$ cat src/rtl/apb_master_pkg.sv
// rtl/apb_master_pkg.sv - shared FSM state encoding and default bus widths for apb_master
package apb_master_pkg;

  localparam int APB_DEFAULT_WORD       = 16;
  localparam int APB_DEFAULT_ADDR_WIDTH = 20;

  typedef enum logic [1:0] {
    IDLE   = 2'd0,
    SETUP  = 2'd1,
    ACCESS = 2'd2
  } apb_state_t;

endpackage

$ cat src/rtl/apb_wait_counter.sv
// rtl/apb_wait_counter.sv - counts ACCESS cycles spent waiting for PREADY
module apb_wait_counter #(
  parameter int LIMIT = 16
) (
  input  logic clk,
  input  logic reset,
  input  logic clear,
  input  logic enable,
  output logic expired
);

  localparam int W = $clog2(LIMIT + 1);

  logic [W-1:0] count;

  // clear wins over enable so a fresh transfer always starts from zero
  always_ff @(posedge clk) begin
    if (!reset) begin
      count <= '0;
    end else if (clear) begin
      count <= '0;
    end else if (enable) begin
      count <= count + W'(1);
    end
  end

  assign expired = (count == W'(LIMIT - 1));

endmodule

$ cat src/rtl/apb_master.sv
// rtl/apb_master.sv - single-outstanding request-to-APB bridge with wait timeout
module apb_master
  import apb_master_pkg::*;
#(
  parameter int AMBA_WORD       = APB_DEFAULT_WORD,
  parameter int AMBA_ADDR_WIDTH = APB_DEFAULT_ADDR_WIDTH,
  parameter int TIMEOUT_CYCLES  = 16
) (
  input  logic                       clk,
  input  logic                       reset,
  input  logic                       req_valid,
  output logic                       req_ready,
  input  logic                       req_write,
  input  logic [AMBA_ADDR_WIDTH-1:0] req_addr,
  input  logic [AMBA_WORD-1:0]       req_wdata,
  output logic                       rsp_valid,
  output logic [AMBA_WORD-1:0]       rsp_rdata,
  output logic                       rsp_err,
  output logic                       PSEL,
  output logic                       PENABLE,
  output logic                       PWRITE,
  output logic [AMBA_ADDR_WIDTH-1:0] PADDR,
  output logic [AMBA_WORD-1:0]       PWDATA,
  input  logic [AMBA_WORD-1:0]       PRDATA,
  input  logic                       PREADY
);

  apb_state_t state;
  logic       accept;
  logic       wait_expired;

  assign accept = (state == IDLE) && req_valid && req_ready;

  apb_wait_counter #(
    .LIMIT (TIMEOUT_CYCLES)
  ) u_wait_counter (
    .clk     (clk),
    .reset   (reset),
    .clear   (accept),
    .enable  ((state == ACCESS) && !PREADY),
    .expired (wait_expired)
  );

  // PADDR/PWDATA/PWRITE double as the request latch and hold across IDLE
  always_ff @(posedge clk) begin
    if (!reset) begin
      state     <= IDLE;
      req_ready <= 1'b0;
      rsp_valid <= 1'b0;
      rsp_err   <= 1'b0;
      rsp_rdata <= '0;
      PSEL      <= 1'b0;
      PENABLE   <= 1'b0;
      PWRITE    <= 1'b0;
      PADDR     <= '0;
      PWDATA    <= '0;
    end else begin
      rsp_valid <= 1'b0;
      rsp_err   <= 1'b0;
      case (state)
        IDLE: begin
          req_ready <= 1'b1;
          if (accept) begin
            PADDR     <= req_addr;
            PWDATA    <= req_wdata;
            PWRITE    <= req_write;
            PSEL      <= 1'b1;
            PENABLE   <= 1'b0;
            req_ready <= 1'b0;
            state     <= SETUP;
          end
        end
        SETUP: begin
          PENABLE <= 1'b1;
          state   <= ACCESS;
        end
        ACCESS: begin
          // PREADY is checked first so a response on the limit cycle still succeeds
          if (PREADY) begin
            rsp_valid <= 1'b1;
            rsp_rdata <= PWRITE ? '0 : PRDATA;
            PSEL      <= 1'b0;
            PENABLE   <= 1'b0;
            req_ready <= 1'b1;
            state     <= IDLE;
          end else if (wait_expired) begin
            rsp_valid <= 1'b1;
            rsp_err   <= 1'b1;
            rsp_rdata <= '0;
            PSEL      <= 1'b0;
            PENABLE   <= 1'b0;
            req_ready <= 1'b1;
            state     <= IDLE;
          end
        end
        default: begin
          PSEL    <= 1'b0;
          PENABLE <= 1'b0;
          state   <= IDLE;
        end
      endcase
    end
  end

endmodule

$ cat config.mk
export PLATFORM = sky130hd
export DESIGN_NAME = apb_master
export DESIGN_NICKNAME = d
export VERILOG_FILES = /design/src/rtl/apb_master_pkg.sv /design/src/rtl/apb_wait_counter.sv /design/src/rtl/apb_master.sv
export SDC_FILE = /design/constraint.sdc
export NUM_CORES = 1
export LEC_CHECK = 0
export BUFFER_PORTS_ARGS = -buffer_cell sky130_fd_sc_hd__buf_2
export CAP_MARGIN = 5
export CORE_ASPECT_RATIO = 1.75
export CORE_MARGIN = 5
export CORE_UTILIZATION = 40
export DETAILED_ROUTE_END_ITERATION = 6
export GPL_TIMING_DRIVEN = 0
export HOLD_SLACK_MARGIN = 0.05
export PLACE_DENSITY = 0.74
export SLEW_MARGIN = 40
export SYNTH_ARGS = -nofsm -noshare
export SYNTH_HDL_FRONTEND = slang
export SYNTH_HIERARCHICAL = 1
export SYNTH_SLANG_ARGS = --single-unit
$ cat constraint.sdc
create_clock -name clk -period 1.6 [get_ports clk]
set_input_delay 0.16 -clock clk [delete_from_list [all_inputs] [get_ports clk]]
set_output_delay 0.16 -clock clk [all_outputs]
set_load 0.02 [all_outputs]
==> impl_metrics.toml <==
[timing]
hold_viol_final = 0
max_slew.worst_pin.slew_ps = 454
skew_ps = 4.63
maxSlewHeadroom_pct = 69.7
max_freq_ghz = 0.657
timing.final.ws_setup_ps = 76.8
finalSetupTns_ps = 0
rsz0062_at_grt = "no"
setup_viol = 0
slew_violations = 0
finalCritPeriodShare_pct = 95.2
finalCriticalPeriod_ps = 1520

[synth]
ys_top_cells_by_count = "64 x dfxtp_1, 38 x nand2_1, 37 x nand3_1"
synth_most_common_cell = "dfxtp_1"
synth-main-ff-cell = "dfxtp_1"
synthesis.nets = 307
ys_seq_elements = 64
synthArstFlopShare_pct = 0
synthTopCellsByArea = "dfxtp_1 56%, nand3_1 8.1%, nand2_1 6.2%"
syn-cell-area_mm2 = 0.00229
synth_top_area_share_pct = 55.9
yosysTopAreaCell = "dfxtp_1"
syn_avg_cell_area_um2 = 9.25
syn_inst = 248
synth-seq-area-share_pct = 55.9
synth_edf_count = 0
synth_cell_type_count = 32
yosysWarnings = 6

[global_route]
grt_overflow_total = 0
grt_antenna_before_repair = 0
grt_pass1_wl_um = 11400
grt_use_total_pct = 20.5
first_global_vias = 2477
grt_max_degree = 22

[drt]
wirelength_um = 7380
route.detailed.drc = 0
vias = 2433
drt_iter0_drc = 147
drtPass1Iterations = 4
viasPerCell = 4.85
wl_per_cell_um = 14.7
ant_nets = 0

[critical_path]
reg2reg_from = "u_wait_counter/count[1]"
r2r_setup_slack_ps = 80
cp-end-kind = "flip-flop"
cp_data_required_time_ps = 1830
crit_path_start_kind = "flip-flop"
worstSetupPathType = "reg -> reg"
reg2reg_depth = 7
path_max_fanout = 6
reg2reg_to = "rsp_rdata[13]"
critPathArrivalTime_ps = 1750

[cells_and_area]
multi_input_area_um2 = 935
fin_nets = 481
regArea_mm2 = 0.00129
area_growth_pct = 61.5
drive_above_1_share_pct = 35.0
n_fill_cell = 476
diodes = 0

[die]
die-area_mm2 = 0.00741
io_pins = 115
core.rowCount = 36
start_util_pct = 41.1
design.core.area_mm2 = 0.00559
die_width_um = 67.2
die_y_um = 110

[worst_hold_path]
hp-start = "req_addr[17]"
hold_path_class = "in -> reg"
min_path_cells = 3
hold_end = "PADDR[17]"

[placed_design]
dp_slack_ps = -151
place_congestion = 0.820
hpwl_um = 4680
io_buffer_count = 114

[clock_network]
clkTransAtPathRegs_ps = 70
htreeDepth = 3
clock_latency_ps = 340
cts_buffer_depth = 2
cts_tree = "built"
cts_num_sinks = 64
cts_root_buf = "clkbuf_8"
cts_buffers = 9

[pwr]
cellLeakagePower_uw = 0.00169
powerDensity_mw_per_mm2 = 974
ir_worst_vdd_v = 0.000656

[job]
maxCapViolations = 0

[outcome]
status = "completed"
how the worst max path moves through the flow:
stage                       startpoint             to  depth (start not counted)
2_1_floorplan  u_wait_counter/count[0]  rsp_rdata[10]                          7
3_3_place_gp   u_wait_counter/count[0]   rsp_rdata[9]                          7
3_5_place_dp   u_wait_counter/count[0]   rsp_rdata[9]                          7
4_1_cts        u_wait_counter/count[1]   rsp_rdata[9]                          7
5_1_grt                       state[1]       PADDR[4]                          6
6_report       u_wait_counter/count[1]  rsp_rdata[13]                          7
cells in the final DEF (no fill, tap or decap), types with 2 or more instances in the layout:
cell type      instances
mux2i_1                3
nand3_1               37
clkbuf_1               8
nand2b_1               2
nand2_1               38
clkbuf_8              12
nand3b_1               2
dlygate4sd3_1         48
o21ai_0               14
inv_1                  3
ha_4                   2
o21ai_1               23
buf_4                  5
dfxtp_4                2
buf_2                119
dfxtp_2                2
nor2_1                 4
a21oi_1                2
dfxtp_1               60
a22o_1                16
buf_1                  4
registers in the layout, summed over array words and instances, names as in the netlist, 2 cells and up:
register	flops
PADDR	20
PWDATA	16
rsp_rdata	16
state	2
u_wait_counter/count	5
kinds of logic after synthesis:
logic type,Yosys count,share of synthesized area (%)
AOI/OAI and AO/OA,60,16.7
xor gates and xnor gates,1,0.382
adders and majority gates,2,1.09
buffers and inverters,24,4.80
DFF,64,55.9
muxes,3,1.31
and+or+nand+nor,94,19.9
critical path, stage by stage (launching register included):
cell,delay (ps)
dfxtp_4,370
ha_4,140
and3_4,190
ha_4,130
nor2_2,40
o21a_2,210
buf_4,160
a22o_1,180
stage by stage:
step | instances | instance area [um2] | utilization [%] | hold slack [ps] | total power [uW]
after floorplan | 248 | 2300 | - | 290 | 1940
after global placement | 438 | 2960 | 53.0 | 377 | 2110
after detailed placement | 438 | 2960 | 53.0 | 382 | 2120
after CTS | 502 | 3670 | 65.8 | 51.8 | 3650
after global routing | 502 | 3700 | 66.3 | 66.6 | 3760
final | 502 | 3700 | 66.3 | 58.6 | 3610
repair_timing:
action                     CTS  global route
hold endpoints to repair    48             0
hold buffers                48             0
setup buffers                2             0
setup endpoints to repair   12            16
gates resized for setup      7             5
pin swaps                    0             2
power by group:
part / internal, uW / switching [uW] / total, uW
combinational: 230 / 266 / 496
clock: 839 / 583 / 1420
sequential: 1650 / 34.5 / 1690
total: 2720 / 884 / 3610
metal layers:
layer / wire (um) / GRT usage [%]
met2: 4060 / 37.0
met3: 473 / 4.77
met5: 0 / 0
met4: 202 / 11.3
met1: 2650 / 21.1
layout make-up:
| class | instances | area share, % |
|---|---|---|
| inverters | 3 | 0.304 |
| flip-flops and latches | 64 | 34.9 |
| repair buffers | 164 | 28.8 |
| plain buffers | 20 | 2.70 |
| multi-input cells | 160 | 25.2 |
| clock buffers | 13 | 4.56 |
| well taps | 76 | 2.57 |
| clock inverters | 2 | 1.01 |
No activity file was read; power rests on OpenSTA's default activity.
